## config.mk

```make
export PLATFORM = sky130hd
export DESIGN_NAME = axi_system_top
export DESIGN_NICKNAME = d
export VERILOG_FILES = /design/src/rtl/axi_system_top_if.sv /design/src/rtl/axi_system_top.sv
export SDC_FILE = /design/constraint.sdc
export NUM_CORES = 1
export LEC_CHECK = 0
export BUFFER_PORTS_ARGS = -buffer_cell sky130_fd_sc_hd__buf_2
export CORE_ASPECT_RATIO = 0.5
export CORE_UTILIZATION = 45
export CTS_CLUSTER_DIAMETER = 150
export DETAILED_ROUTE_END_ITERATION = 16
export PLACE_DENSITY_LB_ADDON = 0.25
export SETUP_SLACK_MARGIN = 0.02
export SYNTH_ARGS = -nofsm -noshare
export SYNTH_HDL_FRONTEND = slang
export SYNTH_SLANG_ARGS = --single-unit
```

## constraint.sdc

```tcl
create_clock -name ACLK -period 8.4 [get_ports ACLK]
set_input_delay 0.42 -clock ACLK [delete_from_list [all_inputs] [get_ports ACLK]]
set_output_delay 0.42 -clock ACLK [all_outputs]
set_load 0.01 [all_outputs]
```

## src/rtl/axi_system_top_if.sv

```systemverilog
// AXI4-Lite bus (5-bit byte address, 32-bit data) linking the dot-product
// master to its register-file slave.
interface axi_system_top_if;
  logic [4:0]  awaddr;
  logic        awvalid;
  logic        awready;
  logic [31:0] wdata;
  logic        wvalid;
  logic        wready;
  logic [1:0]  bresp;
  logic        bvalid;
  logic        bready;
  logic [4:0]  araddr;
  logic        arvalid;
  logic        arready;
  logic [31:0] rdata;
  logic [1:0]  rresp;
  logic        rvalid;
  logic        rready;

  modport master (
    output awaddr, awvalid, wdata, wvalid, bready, araddr, arvalid, rready,
    input  awready, wready, bresp, bvalid, arready, rdata, rresp, rvalid
  );

  modport slave (
    input  awaddr, awvalid, wdata, wvalid, bready, araddr, arvalid, rready,
    output awready, wready, bresp, bvalid, arready, rdata, rresp, rvalid
  );
endinterface

```

## src/rtl/axi_system_top.sv

```systemverilog
// Dot-product subsystem: an AXI4-Lite master reads REG0..REG5 from an internal
// register-file slave, then runs a 12-step unsigned 8x8 MAC.
// Optional macro DP_WRITEBACK_EN adds REG6 at 0x18 and writes the result back to it.
module axi_system_top_regs #(
  parameter logic [31:0] REG0_val = 32'h0000_0000,
  parameter logic [31:0] REG1_val = 32'h0000_0000,
  parameter logic [31:0] REG2_val = 32'h0000_0000,
  parameter logic [31:0] REG3_val = 32'h0000_0000,
  parameter logic [31:0] REG4_val = 32'h0000_0000,
  parameter logic [31:0] REG5_val = 32'h0000_0000
) (
  input logic             ACLK,
  input logic             ARESETN,
  axi_system_top_if.slave bus
);
`ifdef DP_WRITEBACK_EN
  localparam int NREGS = 7;
`else
  localparam int NREGS = 6;
`endif
  localparam logic [2:0] LAST_IDX = 3'(NREGS - 1);
  localparam logic [1:0] OKAY     = 2'b00;
  localparam logic [1:0] SLVERR   = 2'b10;

  logic [31:0] regs_q [NREGS];
  logic [31:0] regs_d [NREGS];
  logic        arready_q, arready_d, rvalid_q, rvalid_d;
  logic [31:0] rdata_q, rdata_d;
  logic [1:0]  rresp_q, rresp_d;
  logic        awready_q, awready_d, bvalid_q, bvalid_d;
  logic [1:0]  bresp_q, bresp_d;

  function automatic logic mapped(input logic [4:0] addr);
    return (addr[1:0] == 2'b00) && (addr[4:2] <= LAST_IDX);
  endfunction

  // AW and W are accepted together, only once both are valid.
  always_comb begin
    regs_d    = regs_q;
    arready_d = arready_q;
    rvalid_d  = rvalid_q;
    rdata_d   = rdata_q;
    rresp_d   = rresp_q;
    awready_d = awready_q;
    bvalid_d  = bvalid_q;
    bresp_d   = bresp_q;

    if (rvalid_q && bus.rready) rvalid_d = 1'b0;
    if (bus.arvalid && arready_q) begin
      arready_d = 1'b0;
      rvalid_d  = 1'b1;
      rdata_d   = mapped(bus.araddr) ? regs_q[bus.araddr[4:2]] : 32'h0;
      rresp_d   = mapped(bus.araddr) ? OKAY : SLVERR;
    end else if (bus.arvalid && !rvalid_q) begin
      arready_d = 1'b1;
    end

    if (bvalid_q && bus.bready) bvalid_d = 1'b0;
    if (bus.awvalid && bus.wvalid && awready_q) begin
      awready_d = 1'b0;
      bvalid_d  = 1'b1;
      bresp_d   = mapped(bus.awaddr) ? OKAY : SLVERR;
      if (mapped(bus.awaddr)) regs_d[bus.awaddr[4:2]] = bus.wdata;
    end else if (bus.awvalid && bus.wvalid && !bvalid_q) begin
      awready_d = 1'b1;
    end
  end

  always_ff @(posedge ACLK or negedge ARESETN) begin
    if (!ARESETN) begin
      regs_q[0] <= REG0_val;
      regs_q[1] <= REG1_val;
      regs_q[2] <= REG2_val;
      regs_q[3] <= REG3_val;
      regs_q[4] <= REG4_val;
      regs_q[5] <= REG5_val;
`ifdef DP_WRITEBACK_EN
      regs_q[6] <= 32'h0;
`endif
      arready_q <= 1'b0;
      rvalid_q  <= 1'b0;
      rdata_q   <= 32'h0;
      rresp_q   <= OKAY;
      awready_q <= 1'b0;
      bvalid_q  <= 1'b0;
      bresp_q   <= OKAY;
    end else begin
      regs_q    <= regs_d;
      arready_q <= arready_d;
      rvalid_q  <= rvalid_d;
      rdata_q   <= rdata_d;
      rresp_q   <= rresp_d;
      awready_q <= awready_d;
      bvalid_q  <= bvalid_d;
      bresp_q   <= bresp_d;
    end
  end

  assign bus.arready = arready_q;
  assign bus.rvalid  = rvalid_q;
  assign bus.rdata   = rdata_q;
  assign bus.rresp   = rresp_q;
  assign bus.awready = awready_q;
  assign bus.wready  = awready_q;
  assign bus.bvalid  = bvalid_q;
  assign bus.bresp   = bresp_q;
endmodule

module axi_system_top #(
  parameter logic [31:0] REG0_val = 32'h0000_0000,
  parameter logic [31:0] REG1_val = 32'h0000_0000,
  parameter logic [31:0] REG2_val = 32'h0000_0000,
  parameter logic [31:0] REG3_val = 32'h0000_0000,
  parameter logic [31:0] REG4_val = 32'h0000_0000,
  parameter logic [31:0] REG5_val = 32'h0000_0000
) (
  input  logic        ACLK,
  input  logic        ARESETN,
  input  logic        start_signal,
  output logic [7:0]  DP_A,
  output logic [7:0]  DP_B,
  output logic [31:0] DP_RESULT
);
  typedef enum logic [2:0] {IDLE, RD_ADDR, RD_DATA, COMPUTE, WR_REQ, WR_RESP, DONE} state_t;

  axi_system_top_if bus ();

  axi_system_top_regs #(
    .REG0_val(REG0_val), .REG1_val(REG1_val), .REG2_val(REG2_val),
    .REG3_val(REG3_val), .REG4_val(REG4_val), .REG5_val(REG5_val)
  ) u_regs (
    .ACLK   (ACLK),
    .ARESETN(ARESETN),
    .bus    (bus.slave)
  );

  state_t      state_q, state_d;
  logic [2:0]  k_q, k_d;
  logic [3:0]  idx_q, idx_d;
  logic [31:0] opnd_q [6];
  logic [31:0] opnd_d [6];
  logic [4:0]  araddr_q, araddr_d;
  logic        arvalid_q, arvalid_d, rready_q, rready_d;
  logic        awvalid_q, awvalid_d, bready_q, bready_d;
  logic [7:0]  dp_a_q, dp_a_d, dp_b_q, dp_b_d;
  logic [31:0] dp_result_q, dp_result_d;
  logic [7:0]  a_byte, b_byte;
  logic [15:0] product;
  logic        unused_bus;

  // idx[3:2] picks the word, idx[1:0] the byte within it (LSB first).
  always_comb begin
    a_byte  = opnd_q[{1'b0, idx_q[3:2]}][{idx_q[1:0], 3'b000} +: 8];
    b_byte  = opnd_q[3'd3 + {1'b0, idx_q[3:2]}][{idx_q[1:0], 3'b000} +: 8];
    product = {8'h00, a_byte} * {8'h00, b_byte};
  end

  always_comb begin
    state_d     = state_q;
    k_d         = k_q;
    idx_d       = idx_q;
    opnd_d      = opnd_q;
    araddr_d    = araddr_q;
    arvalid_d   = arvalid_q;
    rready_d    = rready_q;
    awvalid_d   = awvalid_q;
    bready_d    = bready_q;
    dp_a_d      = dp_a_q;
    dp_b_d      = dp_b_q;
    dp_result_d = dp_result_q;

    unique case (state_q)
      IDLE: if (start_signal) begin
        dp_result_d = 32'h0;
        k_d         = 3'd0;
        araddr_d    = 5'h00;
        arvalid_d   = 1'b1;
        state_d     = RD_ADDR;
      end
      RD_ADDR: if (bus.arready) begin
        arvalid_d = 1'b0;
        rready_d  = 1'b1;
        state_d   = RD_DATA;
      end
      RD_DATA: if (bus.rvalid) begin
        rready_d    = 1'b0;
        opnd_d[k_q] = (bus.rresp == 2'b00) ? bus.rdata : 32'h0;
        if (k_q == 3'd5) begin
          idx_d   = 4'd0;
          state_d = COMPUTE;
        end else begin
          k_d       = k_q + 3'd1;
          araddr_d  = {k_q + 3'd1, 2'b00};
          arvalid_d = 1'b1;
          state_d   = RD_ADDR;
        end
      end
      COMPUTE: begin
        dp_a_d      = a_byte;
        dp_b_d      = b_byte;
        dp_result_d = dp_result_q + {16'h0000, product};
        idx_d       = idx_q + 4'd1;
        if (idx_q == 4'd11) begin
`ifdef DP_WRITEBACK_EN
          awvalid_d = 1'b1;
          state_d   = WR_REQ;
`else
          state_d   = DONE;
`endif
        end
      end
`ifdef DP_WRITEBACK_EN
      WR_REQ: if (bus.awready) begin
        awvalid_d = 1'b0;
        bready_d  = 1'b1;
        state_d   = WR_RESP;
      end
      WR_RESP: if (bus.bvalid) begin
        bready_d = 1'b0;
        state_d  = DONE;
      end
`endif
      DONE:    state_d = IDLE;
      default: state_d = IDLE;
    endcase
  end

  always_ff @(posedge ACLK or negedge ARESETN) begin
    if (!ARESETN) begin
      state_q     <= IDLE;
      k_q         <= 3'd0;
      idx_q       <= 4'd0;
      opnd_q      <= '{default: 32'h0};
      araddr_q    <= 5'h00;
      arvalid_q   <= 1'b0;
      rready_q    <= 1'b0;
      awvalid_q   <= 1'b0;
      bready_q    <= 1'b0;
      dp_a_q      <= 8'h00;
      dp_b_q      <= 8'h00;
      dp_result_q <= 32'h0;
    end else begin
      state_q     <= state_d;
      k_q         <= k_d;
      idx_q       <= idx_d;
      opnd_q      <= opnd_d;
      araddr_q    <= araddr_d;
      arvalid_q   <= arvalid_d;
      rready_q    <= rready_d;
      awvalid_q   <= awvalid_d;
      bready_q    <= bready_d;
      dp_a_q      <= dp_a_d;
      dp_b_q      <= dp_b_d;
      dp_result_q <= dp_result_d;
    end
  end

  assign bus.araddr  = araddr_q;
  assign bus.arvalid = arvalid_q;
  assign bus.rready  = rready_q;
  assign bus.awaddr  = 5'h18;
  assign bus.wdata   = dp_result_q;
  assign bus.awvalid = awvalid_q;
  assign bus.wvalid  = awvalid_q;
  assign bus.bready  = bready_q;
  assign unused_bus  = ^{bus.awready, bus.wready, bus.bvalid, bus.bresp};

  assign DP_A      = dp_a_q;
  assign DP_B      = dp_b_q;
  assign DP_RESULT = dp_result_q;
endmodule

```

==> impl_metrics.csv <==
group,metric,value,unit
layout,final_cells,1696,
placement,gp_congestion,0.880,
timing,holdWs,-24.6,ps
job,drv_cap,0,
yosys,yosysTopAreaCellShare,44.9,%
cts,numCtsBuffers,25,
power,clock_power_share,20.6,%
outcome,violations,"hold timing",
timing,hold_viol_final,3,
worst_setup_path,crit_required,8820,ps
worst_setup_path,slowest_stage,"o41ai_1",
floorplanning,dieArea,32200,sq um
power,power_frac_seq,27.2,%
placement,portBuffers,50,
cts,htreeDepth,1,
timing,rsz0062_at_grt,"false",
worst_setup_path,slowest_delay,720,ps
yosys,synth_nets,1316,
timing,drv_slew,0,
drt,wl_per_cell,18.4,um
yosys,synth_edf_count,0,
power,comb_power_share,52.2,%
cts,hold_buffers,0,
yosys,syn_avg_cell_area,11.6,sq um
floorplanning,top_level_ports,51,
layout,seqCellArea,6360,sq um
yosys,seq_area_frac_synth,44.9,%
layout,final_common_cell,"dfrtp_1",
worst_setup_path,arrival,7950,ps
power,ir_worst_vdd,0.227,mV
placement,dp.cells,1651,
layout,fin_nets,1354,
placement,place_hpwl,20.7,mm
global_route,grt_overflow,0,
drt,ant_nets,0,
cts,cts_resized,0,
cts,clk_pin_slew_worst_paths,60,ps
cts,clock_sinks,254,
floorplanning,design.core.area,30600,sq um
timing,period_needed,7530,ps
worst_setup_path,crit_chain,"inv_1 -> ha_1 -> nor2b_1 -> o21ai_0 -> o21ai_0 -> nor3_1 -> a21oi_1 -> or2b_1 -> fa_1 -> inv_1 -> fa_1 -> inv_1 -> fa_1 -> fa_1 -> inv_1 -> ha_1 -> o211ai_1 -> o21ai_0 -> a21oi_1 -> o41ai_1 -> nand4_1 -> mux2i_1",
timing,finalCritPeriodShare,89.6,%
power,internal_power,3.22,mW
floorplanning,initial_core_util,46.3,%
layout,final_cell_mix,"dfrtp_1 (251), nor2b_1 (132), inv_1 (106), nand2_1 (86), and2_1 (75)",
global_route,grt_pass1_wl,51.7,mm
layout,fill_cells,2676,
timing,tns,0,ps
drt,wirelength,31.3,mm
worst_setup_path,crit_start,"idx_q[2]",
timing,setup_viol,0,
layout,layout-drive-gt1-share,17.5,%
global_route,grt_pass1_vias,9309,
drt,vias_per_cell,5.33,
yosys,synthTopCellsByArea,"dfrtp_1 (45%), mux4_2 (9.1%), fa_1 (7.1%)",
power,p_sw,2.45,mW
timing,skew,12.7,ps
drt,drtIter0Drc,724,
worst_setup_path,crit_fanout,12,
cts,cts_tree,"done",
yosys,synth_async_sr_flop_share,100,%
floorplanning,rows,45,
global_route,grt_max_degree,135,
cts,cts-root-buf,"clkbuf_16",
power,sw_frac_of_total,43.2,%
worst_hold_path,hold_path.class,"in2async",
yosys,synthDistinctLibCells,52,
yosys,ys_ff_latch,254,
power,p_leak,7.89,nW
worst_setup_path,end_kind,"register",
timing,fmax,0.133,GHz
timing,maxSlewHeadroom,30.5,%
yosys,yosysTopAreaCell,"dfrtp_1",
floorplanning,die_y,127,um
timing,tightest_slew,1040,ps
worst_setup_path,ff2ff_setup_slack,870,ps
layout,area_growth,10.8,%
floorplanning,fp.dieW,253,um
worst_setup_path,startpoint_type,"register",
global_route,antenna_found_initial,0,
cts,insertion_delay,540,ps
global_route,gr-usage-all-layers,20.3,%
drt,firstDrtPassIters,5,
outcome,outcome,"complete, but fails checks",
yosys,netlist_area,14200,sq um
worst_setup_path,endpoint,"DP_RESULT[29]",
worst_setup_path,setup.worst_path.class,"reg2reg",
yosys,ys_warn_count,0,
yosys,ys.flop_type,"dfrtp_1",
cts,clk_path_buf_depth,3,
drt,vias,9042,
power,p_per_area,361,nW/um^2
layout,diodes,0,
worst_setup_path,timing.rr.start,"idx_q[2]",
yosys,synthesis.instances,1217,
worst_setup_path,r2r-end,"DP_RESULT[29]",
layout,multiInputGateArea,7100,sq um
worst_setup_path,rr_worst_depth,22,
cts,post_cts_buffers,0,
drt,drcViolationCount,0,
## worst min-delay path by stage
stage | startpoint | cells after the start | end | slack (ps)
floorplan | ARESETN | 0 | DP_A[0] | 120
global placement | DP_RESULT[31] | 1 | DP_RESULT[31] | 470
detailed placement | DP_RESULT[31] | 1 | DP_RESULT[31] | 460
CTS | ARESETN | 1 | opnd_q[72] | 50
global route | ARESETN | 1 | opnd_q[72] | 90
finish | ARESETN | 1 | opnd_q[72] | -20
## synthesized netlist by cell type, types with 12 or more instances
master	instances
mux2_2	29
clkbuf_1	34
dfrtp_1	254
nand2_1	86
nor2_1	57
nand3_1	16
and2_1	75
mux2i_1	31
o21ai_0	49
mux4_2	57
mux4_1	15
inv_1	106
nor2b_1	132
buf_2	12
buf_4	12
fa_1	50
ha_1	46
a21oi_1	32
## area by class of cell
type,instances,share of cell area [%]
Clock buffer,34,4.71
Clock inverter,11,0.733
Inverter,106,2.53
Multi-Input combinational cell,794,45.2
Sequential cell,254,40.5
Tap cell,423,3.37
Timing Repair Buffer,74,2.89
## flip-flops by register name, summed over array words and instances, names as in the netlist
register	cells
opnd_q	192
u_regs.bus.arready	1
state_q	3
DP_RESULT	32
DP_A	8
DP_B	8
araddr_q	3
u_regs.bus.rvalid	1
bus.rready	1
idx_q	4
arvalid_q	1
## metal layers
metal,track usage (%),vias to the layer above,routed length (um)
li1,-,4188,-
met1,31.0,4625,15900
met3,3.04,48,1210
met4,5.03,0,628
met2,30.5,181,13500
met5,0,-,0
## cells by family after synthesis
| kind of cell | share of synthesized area, % |
|---|---|
| multiplexers | 16.3 |
| flip-flops | 44.9 |
| buffers and inverters | 5.15 |
| AND/OR/NAND/NOR | 15.7 |
| AO/OA/AOI/OAI | 5.93 |
| adder cells (fa/ha/maj) | 11.1 |
| XOR/XNOR | 0.865 |
## stage by stage
stage	util, %	cell area, sq um	hold slack (ps)	total power, mW	setup slack (ps)
floorplan	-	14200	124	3.82	1520
global placement	48.5	14800	468	4.49	1140
detailed placement	48.5	14800	463	4.56	893
CTS	51.2	15700	46.1	5.74	873
global route	51.2	15700	86.6	6.21	255
finish	51.2	15700	-24.6	5.67	871
## worst max-delay path, delay by kind of cell (launching register included)
| kind | cells | cell delay, ps |
|---|---|---|
| buf+inv | 4 | 210 |
| fa+ha+maj | 6 | 3000 |
| simple gates | 4 | 1080 |
| mux | 1 | 170 |
| compound gates | 7 | 2520 |
| flops | 1 | 430 |
## power by group through the flow
stage	Clock (mW)	Sequential [mW]	Combinational [mW]
2_1_floorplan	0	1.52	2.31
3_3_place_gp	0	1.56	2.93
3_5_place_dp	0	1.57	2.99
4_1_cts	1.19	1.55	3.00
5_1_grt	1.23	1.57	3.41
6_report	1.17	1.55	2.96
No activity file was read; power rests on OpenSTA's default activity.
